===== src/rtl/counter_pkg.sv =====
// Shared mode and direction constants for the n-bit control counter.
package counter_pkg;

    localparam int CNT_WRAP = 0;
    localparam int CNT_SAT  = 1;

    typedef enum logic {
        CNT_DOWN = 1'b0,
        CNT_UP   = 1'b1
    } cnt_dir_e;

endpackage


===== src/rtl/counter_next_val.sv =====
// Combinational step logic: next count for one enabled step, plus bound_hit when a bound is crossed or blocked.
module counter_next_val
    import counter_pkg::*;
#(
    parameter int WIDTH    = 4,
    parameter int MAX_VAL  = 2**WIDTH-1,
    parameter int SATURATE = CNT_WRAP
) (
    input  logic [WIDTH-1:0] count_i,
    input  logic             up_dn_i,
    input  logic             en_i,
    output logic [WIDTH-1:0] next_o,
    output logic             bound_hit_o
);

    localparam logic [WIDTH-1:0] MAX_W = MAX_VAL[WIDTH-1:0];
    localparam bit               SAT   = (SATURATE == CNT_SAT);

    always_comb begin
        next_o      = count_i;
        bound_hit_o = 1'b0;
        if (en_i) begin
            if (up_dn_i == CNT_UP) begin
                if (count_i == MAX_W) begin
                    bound_hit_o = 1'b1;
                    next_o      = SAT ? count_i : '0;
                end else begin
                    next_o = count_i + WIDTH'(1);
                end
            end else begin
                if (count_i == '0) begin
                    bound_hit_o = 1'b1;
                    next_o      = SAT ? count_i : MAX_W;
                end else begin
                    next_o = count_i - WIDTH'(1);
                end
            end
        end
    end

endmodule


===== src/rtl/counter_n_bits_ctl.sv =====
// Up/down counter with clear, clamped load, programmable modulus, wrap/saturate mode,
// combinational terminal count and a registered bound-event pulse.
module counter_n_bits_ctl
    import counter_pkg::*;
#(
    parameter int WIDTH    = 4,
    parameter int MAX_VAL  = 2**WIDTH-1,
    parameter int SATURATE = CNT_WRAP
) (
    input  logic             clk,
    input  logic             rst,
    input  logic             clear,
    input  logic             load,
    input  logic [WIDTH-1:0] load_val,
    input  logic             en,
    input  logic             up_dn,
    output logic [WIDTH-1:0] count,
    output logic             tc,
    output logic             ovf
);

    localparam logic [WIDTH-1:0] MAX_W = MAX_VAL[WIDTH-1:0];

    logic [WIDTH-1:0] count_q, count_d;
    logic             ovf_q, ovf_d;
    logic [WIDTH-1:0] step_val;
    logic             bound_hit;
    logic [WIDTH-1:0] load_clamped;

    counter_next_val #(
        .WIDTH    (WIDTH),
        .MAX_VAL  (MAX_VAL),
        .SATURATE (SATURATE)
    ) u_next (
        .count_i     (count_q),
        .up_dn_i     (up_dn),
        .en_i        (en),
        .next_o      (step_val),
        .bound_hit_o (bound_hit)
    );

    // Clamp only exists when the modulus leaves unreachable codes above MAX_VAL.
    if (MAX_VAL < 2**WIDTH-1) begin : g_clamp
        assign load_clamped = (load_val > MAX_W) ? MAX_W : load_val;
    end else begin : g_noclamp
        assign load_clamped = load_val;
    end

    always_comb begin
        count_d = step_val;
        ovf_d   = bound_hit;
        if (clear) begin
            count_d = '0;
            ovf_d   = 1'b0;
        end else if (load) begin
            count_d = load_clamped;
            ovf_d   = 1'b0;
        end
    end

    always_ff @(posedge clk) begin
        if (rst) begin
            count_q <= '0;
            ovf_q   <= 1'b0;
        end else begin
            count_q <= count_d;
            ovf_q   <= ovf_d;
        end
    end

    assign count = count_q;
    assign ovf   = ovf_q;
    assign tc    = (up_dn == CNT_UP) ? (count_q == MAX_W) : (count_q == '0);

endmodule


===== config.mk =====
export PLATFORM = sky130hd
export DESIGN_NAME = counter_n_bits_ctl
export DESIGN_NICKNAME = d
export VERILOG_FILES = /design/src/rtl/counter_pkg.sv /design/src/rtl/counter_next_val.sv /design/src/rtl/counter_n_bits_ctl.sv
export SDC_FILE = /design/constraint.sdc
export NUM_CORES = 1
export LEC_CHECK = 0
export BUFFER_PORTS_ARGS = -buffer_cell sky130_fd_sc_hd__buf_2
export CAP_MARGIN = 20
export CORE_AREA = 2 2 39 41
export CTS_BUF_LIST = sky130_fd_sc_hd__clkbuf_8
export DETAILED_ROUTE_END_ITERATION = 7
export DIE_AREA = 0 0 41 43
export GPL_ROUTABILITY_DRIVEN = 0
export GPL_TIMING_DRIVEN = 1
export SLEW_MARGIN = 20
export SYNTH_ARGS = -nofsm -noshare
export SYNTH_HDL_FRONTEND = slang
export SYNTH_SLANG_ARGS = --single-unit
export TNS_END_PERCENT = 100

===== constraint.sdc =====
create_clock -name clk -period 1.3 [get_ports clk]
set_input_delay 0.13 -clock clk [delete_from_list [all_inputs] [get_ports clk]]
set_output_delay 0.13 -clock clk [all_outputs]
set_load 0.05 [all_outputs]

==> reports/results.ini <==
[worst_setup_path]
required_ps=1170
crit_fanout=3
path_class=reg -> out
cp-end-kind=primary output
crit_path_start_kind=register
worstPathArrival_ps=1440
r2r_cells=7
reg2reg_slack_ps=-140

[layout]
syn_to_final_growth_pct=80.00
final_cells=90
nFillCells=133
drive_gt1_share_pct=56.76
nNetsFinal=87
final_area_um2=653.1
diodes=0
final_common_cell=buf_2
final_cell_mix=buf_2 (14), buf_4 (8), inv_1 (4)

[drt]
firstDrtPassIters=3
vias=423
drc_errors=0
final_antenna_net_count=0
first_iter_violations=1
wl_met2_um=522
wl_per_cell_um=11.58
drt_wl_total_um=1042
vias_per_cell=4.700
wl_met1_um=424
met3_length_um=69
routed.top_layer=met4

[timing]
fin_ws_ps=-270.3
hold_viol=0
finalSetupViolCount=3
rsz0062_at_grt=yes
fin_crit_sh_pct=120.8
fin_skew_ps=0.7733
post-route-min-period_ps=1570
max_freq_ghz=0.6368
slew_headroom_pct=84.41
worst_pin_slew_ps=231.4
slew_viol_final=0

[place]
place_area_um2=554.3
hpwl_um=798
numPortBuffers=15
dp_cells=84
place_ws_ps=-153.2

[synth]
yosysSeqAreaShare_pct=27.59
yosysUniqueCellTypes=24
synthesis.area_um2=362.8
synthAdderAreaFrac_pct=6.897
yosys_warnings=0
muxShareOfSynthArea_pct=5.517
synth_xor_area_share_pct=4.828
syn_inst=46
ys_seq_elements=5
synth-compound-area-share_pct=26.21
syn_avg_cell_area_um2=7.888
synth_fp_nets=58
synth-simple-area-share_pct=23.79
synth_top_family_by_area=compound AO/OA/AOI/OAI gates

[min_path]
hold_path.class=in -> reg
min_path_cells=2

[die]
chipWidth_um=41
die_y_um=43
pin_count=16
rows=14
core_area_mm2=0.001384
initial_utilization_pct=26.22
dieArea_mm2=0.001763

[pwr]
leakage_nw=0.3041
design_power_total_mw=0.6273
ir_worst_vdd_uv=565.7
swShare_pct=29.72
powerDensity_mw_per_mm2=960.5
p_int_mw=0.4409
p_switching_mw=0.1865
clockPowerShare_pct=45.4
combPwrFrac_pct=28.6
p_seq_share_pct=26.0

[grt]
antenna_found_initial=0
grt.total_usage_pct=15.15
grt_overflow_total=0
grt_pass1_vias=428
grt_first_pass_wirelength_um=1718
grt_max_degree=9

[clocking]
cts_tree=yes
clk-insertion-delay-late_ps=230
cts_max_path_buffers=2
cts.htree.levels=1
cts_hold_buffers=0
cts_buffers=3
clk_pin_slew_ps=30
cts.sinks=5
root_buffer=clkbuf_8

[flow_run]
maxCapViolCount=0

[status]
status=finished with violations
violations=negative setup slack

worst paths after layout:
| check | startpoint | endpoint |
|---|---|---|
| worst min-delay path | clear | count[3] |
| worst max-delay path | count[0] | tc |
| worst min register to register | count[2] | ovf |
| worst max register to register | count[0] | count[0] |
synthesized netlist by cell type:
cell	count	area [um2]
or3_1	1	6.260
ha_1	2	25.02
o32ai_2	1	16.27
a31oi_1	1	6.260
o211a_1	1	10.01
nand4_1	1	6.260
o21ai_1	2	10.01
xnor2_1	2	17.52
a21oi_1	3	15.01
nand2_1	2	7.510
dfxtp_1	5	100.1
inv_1	4	15.01
nor2_1	4	15.01
a31o_1	1	8.760
nand2b_1	2	12.51
o21ai_0	4	20.02
mux2i_1	2	20.02
nor2b_1	1	6.260
and3_1	2	12.51
inv_2	1	3.750
a221oi_1	1	8.760
and2_1	1	6.260
or3b_1	1	8.760
nand3_1	1	5.000
critical path, stage by stage, from the launching register on:
cell     delay (ps)
dfxtp_4         340
inv_4            60
ha_4            120
or3b_4          380
o21ai_4         140
buf_6           170
power groups by stage:
| stage | Combinational (mW) | Clock, mW | Sequential, mW |
|---|---|---|---|
| 6_report | 0.180 | 0.285 | 0.163 |
| 5_1_grt | 0.194 | 0.300 | 0.164 |
| 4_1_cts | 0.176 | 0.292 | 0.163 |
| 3_5_place_dp | 0.159 | 0 | 0.165 |
| 3_3_place_gp | 0.158 | 0 | 0.165 |
| 2_1_floorplan | 0.0727 | 0 | 0.195 |
kinds of logic (layout without fill, tap and decap cells):
group / after synthesis / count (layout)
xor gates and xnor gates: 2 / 2
and+or+nand+nor: 16 / 16
AOI/OAI and AO/OA: 14 / 14
buffers and inverters: 5 / 33
muxes: 2 / 2
adders and majority gates: 2 / 2
DFF: 5 / 5
layout make-up:
cell class                      instances  area, um2  share of cell area [%]
Clock buffer                            3      41.29                   6.322
Timing Repair Buffer                   24      152.6                   23.37
Multi-Input combinational cell         36      299.0                   45.79
Inverter                                5      23.77                   3.640
Clock inverter                          1      3.754                  0.5747
Sequential cell                         5      112.6                   17.24
Tap cell                               16      20.02                   3.065
metal layers:
layer	up-vias	GRT usage (%)
met2	13	25.00
li1	221	-
met5	-	0
met3	3	7.853
met1	186	15.06
met4	0	6.000
flip-flops by register name, summed over array words and instances (netlist names):
register	cells
ovf	1
count	4
stage by stage:
| step | util (%) | setup TNS, ps | hold WS, ps |
|---|---|---|---|
| finish | 47.20 | -406.8 | 117.4 |
| global route | 47.20 | -574.8 | 129.8 |
| CTS | 46.75 | -416.8 | 117.1 |
| detailed placement | 40.05 | -293.3 | 353.8 |
| global placement | 40.05 | -302.4 | 350.5 |
| floorplan | - | -528.6 | 236.5 |
timing repair:
action / 4_1_cts / 5_1_grt
pin swaps: 5 / 4
setup endpoints to repair: 4 / 4
resized for setup: 7 / 4
setup buffers: 2 / 0
(Power assumes the default switching activity.)
